==> config.mk <==
export PLATFORM = sky130hd
export DESIGN_NAME = k007232_romarb
export DESIGN_NICKNAME = d
export VERILOG_FILES = /design/src/rtl/k007232_pkg.sv /design/src/rtl/k007232_romarb_tag.sv /design/src/rtl/k007232_romarb.sv
export SDC_FILE = /design/constraint.sdc
export NUM_CORES = 1
export LEC_CHECK = 0
export BUFFER_PORTS_ARGS = -buffer_cell sky130_fd_sc_hd__clkbuf_2
export CAP_MARGIN = 20
export CELL_PAD_IN_SITES_DETAIL_PLACEMENT = 1
export CELL_PAD_IN_SITES_GLOBAL_PLACEMENT = 1
export CORE_ASPECT_RATIO = 1.4
export CORE_MARGIN = 2
export CORE_UTILIZATION = 38
export CTS_BUF_LIST = sky130_fd_sc_hd__clkbuf_4 sky130_fd_sc_hd__clkbuf_8 sky130_fd_sc_hd__clkbuf_16
export CTS_CLUSTER_SIZE = 40
export DETAILED_ROUTE_END_ITERATION = 10
export PLACE_DENSITY_LB_ADDON = 0.1
export SLEW_MARGIN = 10
export SYNTH_ARGS = -nofsm -noshare
export SYNTH_HDL_FRONTEND = slang
export SYNTH_SLANG_ARGS = --single-unit
==> constraint.sdc <==
create_clock -name CLK -period 3.44 [get_ports CLK]
set_input_delay 0.688 -clock CLK [delete_from_list [all_inputs] [get_ports CLK]]
set_output_delay 0.688 -clock CLK [all_outputs]
set_load 0.02 [all_outputs]
==> src/rtl/k007232_pkg.sv <==
// Shared constants and FSM state type for the K007232 sample-ROM arbiter.
package k007232_pkg;
  localparam int SA_W = 17;
  localparam int TMO_CYC = 255;
  localparam logic [7:0] END_MARK = 8'h80;

  typedef enum logic [1:0] {
    IDLE,
    READ,
    DONE
  } state_t;
endpackage

==> src/rtl/k007232_romarb_tag.sv <==
// One-entry address/data tag store for a single channel; only present when
// K007232_ROMARB_CACHE_EN is defined.
module k007232_romarb_tag
  import k007232_pkg::*;
(
  input  logic            CLK,
  input  logic            RES,
  input  logic            wr,
  input  logic            clr,
  input  logic [SA_W-1:0] wr_addr,
  input  logic [7:0]      wr_data,
  input  logic [SA_W-1:0] rd_addr,
  output logic            hit,
  output logic [7:0]      rd_data
);

  logic            valid;
  logic [SA_W-1:0] tag_addr;
  logic [7:0]      tag_data;

  // Invalidation wins over a same-cycle write.
  always_ff @(posedge CLK) begin
    if (RES) begin
      valid    <= 1'b0;
      tag_addr <= '0;
      tag_data <= END_MARK;
    end else if (clr) begin
      valid <= 1'b0;
    end else if (wr) begin
      valid    <= 1'b1;
      tag_addr <= wr_addr;
      tag_data <= wr_data;
    end
  end

  assign hit     = valid && (tag_addr == rd_addr);
  assign rd_data = tag_data;

endmodule

==> src/rtl/k007232_romarb.sv <==
// Two-channel round-robin arbiter for the shared sample ROM, with 255-cycle
// read timeout. Optional per-channel one-entry cache: K007232_ROMARB_CACHE_EN.
module k007232_romarb
  import k007232_pkg::*;
(
  input  logic            CLK,
  input  logic            RES,
  input  logic            CH1_REQ,
  input  logic [SA_W-1:0] CH1_ADDR,
  output logic            CH1_ACK,
  output logic [7:0]      CH1_DATA,
  input  logic            CH2_REQ,
  input  logic [SA_W-1:0] CH2_ADDR,
  output logic            CH2_ACK,
  output logic [7:0]      CH2_DATA,
  output logic            ROM_RD,
  output logic [SA_W-1:0] ROM_A,
  input  logic            ROM_RDY,
  input  logic [7:0]      ROM_D,
  output logic            BUSY,
  output logic            TMO
);

  state_t          state;
  logic            ptr;
  logic            gnt;
  logic [7:0]      tmo_cnt;
  logic            grant_ch2;
  logic [SA_W-1:0] req_addr;
  logic            tmo_hit;
  logic [7:0]      fetch_data;
  logic            hit;
  logic [7:0]      hit_data;

  // Pointer only matters when both channels ask at once.
  always_comb begin
    grant_ch2 = CH2_REQ;
    if (CH1_REQ && CH2_REQ) grant_ch2 = ptr;
  end

  assign req_addr   = grant_ch2 ? CH2_ADDR : CH1_ADDR;
  assign tmo_hit    = (state == READ) && !ROM_RDY && (tmo_cnt == 8'(TMO_CYC - 1));
  assign fetch_data = ROM_RDY ? ROM_D : END_MARK;
  assign BUSY       = (state != IDLE);

`ifdef K007232_ROMARB_CACHE_EN
  logic       hit1, hit2;
  logic [7:0] tdata1, tdata2;
  logic       fill;

  assign fill = (state == READ) && ROM_RDY;

  k007232_romarb_tag u_tag1 (
    .CLK(CLK), .RES(RES), .wr(fill && !gnt), .clr(tmo_hit),
    .wr_addr(ROM_A), .wr_data(ROM_D), .rd_addr(CH1_ADDR),
    .hit(hit1), .rd_data(tdata1)
  );

  k007232_romarb_tag u_tag2 (
    .CLK(CLK), .RES(RES), .wr(fill && gnt), .clr(tmo_hit),
    .wr_addr(ROM_A), .wr_data(ROM_D), .rd_addr(CH2_ADDR),
    .hit(hit2), .rd_data(tdata2)
  );

  assign hit      = grant_ch2 ? hit2 : hit1;
  assign hit_data = grant_ch2 ? tdata2 : tdata1;
`else
  assign hit      = 1'b0;
  assign hit_data = END_MARK;
`endif

  always_ff @(posedge CLK) begin
    if (RES) begin
      state    <= IDLE;
      ptr      <= 1'b0;
      gnt      <= 1'b0;
      tmo_cnt  <= '0;
      ROM_RD   <= 1'b0;
      ROM_A    <= '0;
      CH1_ACK  <= 1'b0;
      CH2_ACK  <= 1'b0;
      CH1_DATA <= END_MARK;
      CH2_DATA <= END_MARK;
      TMO      <= 1'b0;
    end else begin
      CH1_ACK <= 1'b0;
      CH2_ACK <= 1'b0;
      case (state)
        IDLE: begin
          if (CH1_REQ || CH2_REQ) begin
            gnt     <= grant_ch2;
            ROM_A   <= req_addr;
            tmo_cnt <= '0;
            if (hit) begin
              state <= DONE;
              if (grant_ch2) begin
                CH2_DATA <= hit_data;
                CH2_ACK  <= 1'b1;
              end else begin
                CH1_DATA <= hit_data;
                CH1_ACK  <= 1'b1;
              end
            end else begin
              state  <= READ;
              ROM_RD <= 1'b1;
            end
          end
        end
        READ: begin
          if (ROM_RDY || tmo_hit) begin
            state  <= DONE;
            ROM_RD <= 1'b0;
            if (tmo_hit) TMO <= 1'b1;
            if (gnt) begin
              CH2_DATA <= fetch_data;
              CH2_ACK  <= 1'b1;
            end else begin
              CH1_DATA <= fetch_data;
              CH1_ACK  <= 1'b1;
            end
          end else begin
            tmo_cnt <= tmo_cnt + 8'd1;
          end
        end
        DONE: begin
          state <= IDLE;
          ptr   <= ~ptr;
        end
        default: state <= IDLE;
      endcase
    end
  end

endmodule

; ---- Yosys cells after proc, flatten, opt, wreduce, memory -nomap -nowiden
; Index checks and enable logic that the tools add are counted.
[word_totals]
output_inout_bits = 38
ff_bits = 49
word_cells = 53
input_bits = 47
[op_classes]
bitwise = 4
n_reduce_logical = 17
n_addsub = 1
mux = 14
eq_ne = 6
[op_table]
columns = operator, count
row1 = two-way mux 8 bit, 3
row2 = two-way mux 17 bit, 1
row3 = one-hot mux 8 bit (2 select lines), 1
row4 = AND reduction 3 bit, 5
row5 = adder 8 x 1 -> 8 bit (second input constant), 1
row6 = equality test 8 bit (second input constant), 1
row7 = two-way mux 1 bit, 5
row8 = two-way mux 2 bit, 2
row9 = inequality test 2 bit (second input constant), 2
row10 = inverter 1 bit, 4
row11 = one-hot mux 2 bit (2 select lines), 1
row12 = AND reduction 2 bit, 2
row13 = nonzero test 2 bit, 2
row14 = logical AND 1 bit, 3
row15 = OR reduction 3 bit, 1
row16 = equality test 2 x 1 -> 1 bit (second input constant), 1
row17 = equality test 2 bit (second input constant), 1
row18 = zero test 2 bit, 1
row19 = logical OR 1 bit, 2
row20 = inequality test 2 x 1 -> 1 bit (second input constant), 1
row21 = one-hot mux 1 bit (2 select lines), 1
row22 = zero test 1 bit, 1

; ---- Logic depth before layout (Yosys ltp)
[logic_depth]
depth_word = 6
depth_mapped = 7
depth_no_buf = 6

; ---- Worst setup path after synthesis
; OpenSTA, ideal clock, no wires.
[synth_timing]
kind = input-to-reg
startpoint = input port ROM_RDY
endpoint = register CH2_DATA[0]
setup_ns = 0.141
stages = 5
t_arrival_ns = 1.560
n_path_buf = 1
setup_slack_ns = 1.739
path_cell_list = nand4b_1 -> o21ba_2 -> buf_2 -> nor2_4 -> a311oi_1
[synth_between]
elab_chain_len = 5
elab_cells_between_ends = 6
cone_classes = mux (1) / reduce/logical (5)
[synth_lines]
columns = item, line
row1 = from (decl), k007232_romarb.sv:18  ; input logic ROM_RDY,
row2 = zero test 1 bit, k007232_romarb.sv:42  ; assign tmo_hit = (state == READ) && !ROM_RDY && (tmo_cnt == 8'(TMO_CYC - 1));
row3 = logical AND 1 bit (2 in series), k007232_romarb.sv:42
row4 = logical OR 1 bit, k007232_romarb.sv:110  ; if (ROM_RDY || tmo_hit) begin
row5 = AND reduction 3 bit (no source line), n/a
row6 = to (signal assigned), k007232_romarb.sv:97  ; CH2_DATA <= hit_data;
row7 = to (signal assigned), k007232_romarb.sv:115  ; CH2_DATA <= fetch_data;
row8 = to (decl), k007232_romarb.sv:15  ; output logic [7:0] CH2_DATA,
; Several ways; a longest one is shown, not always the timed one.
; A chain may end at the register's enable or synchronous reset.

; ---- Final worst setup path
[layout_timing]
startpoint = register state[0]
endpoint = register CH2_DATA[7]
[layout_between]
elab_chain_len = 5
[layout_lines]
columns = item, line
row1 = from (decl), k007232_romarb.sv:24  ; state_t state;
row2 = from (signal assigned), k007232_romarb.sv:74  ; state <= IDLE;
row3 = from (signal assigned), k007232_romarb.sv:95  ; state <= DONE;
row4 = from (signal assigned), k007232_romarb.sv:104  ; state <= READ;
row5 = equality test 2 x 1 -> 1 bit *, "k007232_romarb.sv:42, k007232_romarb.sv:88"
row6 = logical AND 1 bit (2 in series), k007232_romarb.sv:42
row7 = logical OR 1 bit, k007232_romarb.sv:110
row8 = AND reduction 3 bit (no source line) *, n/a
; Every way passes the cells marked *; elsewhere a longest branch is shown, timed or not.

==> results.toml <==
[layout]
areaGrowthSynthToFinish_pct = 24.5
drive_gt1_share_pct = 32.4
final_cell_count_no_fill = 383
fin_area_mm2 = 0.00273
utilization_pct = 49.4
nets = 363
diodes = 0

[sta]
holdWs_ns = 0.476
rsz0062_at_grt = "false"
report.final.slew_viol_count = 0
fmax_mhz = 467
tightest_slew_ns = 0.740
fin_crit_sh_pct = 62.3
slew_headroom_pct = 50.3
skew_ns = 0.00381
hold_viol_final = 0
fin_tns_setup_ns = 0
setup_ws_ns = 1.30
finalCriticalPeriod_ns = 2.14
setup_viol = 0

[detailed_routing]
via_per_inst = 5.34
routed_wl_mm = 5.77
wl_per_cell_um = 15.1
drt_pass1_iterations = 4
vias = 2047
ant_nets = 0
dr.first_iter.drc_count = 95
drc_errors = 0

[worst_setup_path]
crit_fanout = 16
r2r_start = "state[0]"
worstPathRequired_ns = 3.63
slowest_delay_ns = 0.61
arrival_ns = 2.33
crit_type = "reg2reg"
end_kind = "register"
crit_family = "simple AND/OR/NAND/NOR gates"
crit_slowest_cell = "and3_1"
critPathLaunchType = "register"
path_cells = "nor2b_1 -> and3_1 -> a21boi_0 -> a221o_1"
path_buf_inv = 0
r2r_end = "CH2_DATA[7]"
ff2ff_setup_slack_ns = 1.30
r2r_cells = 4

[synth]
syn-cell-area_mm2 = 0.00219
synth_cells = 239
synth.top_cells.by_area = "dfxtp_1, mux2i_1, a211oi_1, a21oi_1, nor2_1"
yosysTopAreaCell = "dfxtp_1"
synth_compound_area_share_pct = 21.9
ys_seq_area_share_pct = 44.7
synthXorXnorAreaFrac_pct = 0.399
ys_ff_latch = 49
synth.net_count = 288
syn_avg_cell_area_um2 = 9.18
ys_types = 43
synth_top_area_share_pct = 44.7
muxShareOfSynthArea_pct = 7.76
yosysWarnings = 0
synth_fa_ha_area_share_pct = 1.14
synth_top_family_by_area = "compound AO/OA/AOI/OAI gates"
synth_simple_gate_area_share_pct = 18.0

[die]
core_area_mm2 = 0.00553
ioPinCount = 85
die_area_mm2 = 0.00640
num_rows = 32
start_util_pct = 39.7
die_w_um = 68.2
die_h_um = 93.9

[outcome]
status = "finished, final reports clean"

[cts]
clkSinkCount = 49
ctsRootBufferMaster = "clkbuf_8"
cts_resized = 0
clk_pin_slew_ns = 0.09
cts_tree = "built"
clkLatencyLatePin_ns = 0.30
htree_levels = 2
hold_buffers = 0
max-clock-path-buffers = 2
cts_buffers = 5
cts_setup_buffers = 0

[power]
irDropWorstVdd_uv = 195
power_density_mw_per_mm2 = 472
fin_total_pwr_mw = 1.29
p_leak_nw = 1.19

[grt]
grt_overflow = 0
grt_max_degree = 37
grt_pass1_wl_mm = 9.37
first_global_vias = 2031
antenna_found_initial = 0
track_usage_pct = 19.0

[job]
maxCapViolations = 0

[hold_path]
min_path_type = "reg2reg"
holdPathEnd = "CH1_DATA[4]"
hp-start = "CH1_DATA[4]"
min_path_cells = 2

[placed_design]
place_inst = 374
dpl-instance-area_mm2 = 0.00260
port_buffers = 84
gp_congestion = 0.715
preCtsSetupSlack_ns = 1.24
hpwl_mm = 4.22
[tightest hold or removal path: stages (launching register included)]
cell and delay, ns:
dfxtp_1 0.32, o31ai_1 0.06, a21oi_1 0.06
[area by class of cell]
class	count	area, um2
Fill cell	680	2790
Multi-Input combinational cell	167	1080
Sequential cell	49	981
Timing Repair Buffer	87	447
Clock buffer	7	90.1
Tap cell	68	85.1
Clock inverter	1	30.0
Inverter	4	15.0
[where the power goes]
part / switching [mW] / internal [mW]
sequential: 0.0233 / 0.601
combinational: 0.144 / 0.0867
clock: 0.188 / 0.245
[cell families after synthesis]
kind of cell	Yosys count
compound gates	70
buf+inv	23
mux	17
fa+ha+maj	2
simple gates	77
xor+xnor	1
flops	49
[flip-flops by register name (all words and copies together) (netlist names)]
register	flops
ROM_A	17
ROM_RD	1
CH1_ACK	1
TMO	1
ptr	1
gnt	1
tmo_cnt	8
CH1_DATA	8
CH2_DATA	8
state	2
CH2_ACK	1
[placed cells by master (no fill, tap or decap), types with 2 or more instances in the layout]
cell,count
clkbuf_2,84
dfxtp_1,49
nor2_1,23
a21oi_1,21
nand2_1,19
mux2i_1,17
a211oi_1,17
nand3_1,13
o31ai_1,8
a311oi_1,7
clkbuf_8,6
inv_1,4
a31oi_1,4
nand2b_1,2
nand4_1,2
nand4b_1,2
nor3_1,2
a221o_1,2
o21a_1,2
o21ai_2,2
or3_1,2
or4_1,2
o31a_1,2
ha_1,2
buf_4,2
[synth_stat cells]
| master | count |
|---|---|
| a211oi_1 | 17 |
| a21boi_0 | 1 |
| a21oi_1 | 21 |
| a221o_1 | 2 |
| a311oi_1 | 7 |
| a31oi_1 | 4 |
| and2b_1 | 1 |
| and3_1 | 1 |
| and4_1 | 1 |
| buf_2 | 4 |
| buf_4 | 4 |
| buf_6 | 2 |
| buf_8 | 1 |
| clkbuf_1 | 8 |
| dfxtp_1 | 49 |
| ha_1 | 2 |
| inv_1 | 4 |
| mux2i_1 | 17 |
| nand2_1 | 19 |
| nand2b_1 | 2 |
| nand3_1 | 13 |
| nand3b_1 | 1 |
| nand4_1 | 2 |
| nand4b_1 | 2 |
| nor2_1 | 23 |
| nor2_4 | 1 |
| nor2b_1 | 1 |
| nor3_1 | 2 |
| nor3b_1 | 1 |
| nor3b_2 | 1 |
| nor3b_4 | 1 |
| o211ai_1 | 1 |
| o21a_1 | 2 |
| o21ai_0 | 2 |
| o21ai_1 | 1 |
| o21ai_2 | 1 |
| o21ba_2 | 1 |
| o31a_1 | 2 |
| o31ai_1 | 8 |
| or2_2 | 1 |
| or3_1 | 2 |
| or4_1 | 2 |
| xnor2_1 | 1 |
[routing by layer]
layer,track usage [%],vias up,routed length (um)
met4,6.00,0,59
met3,3.24,6,254
li1,-,1028,-
met2,33.0,47,3070
met1,23.1,966,2390
met5,0,-,0
[how the worst max path moves through the flow]
stage / slack [ns] / startpoint / endpoint / cells past startpoint
6_report: 1.30 / state[0] / CH2_DATA[7] / 4
5_1_grt: 1.13 / state[0] / CH2_DATA[7] / 4
4_1_cts: 1.32 / state[0] / CH2_DATA[7] / 4
3_5_place_dp: 1.24 / CH2_REQ / tmo_cnt[0] / 4
3_3_place_gp: 1.27 / CH2_REQ / tmo_cnt[0] / 4
2_1_floorplan: 1.74 / ROM_RDY / CH2_DATA[0] / 5
(Power assumes the default switching activity.)
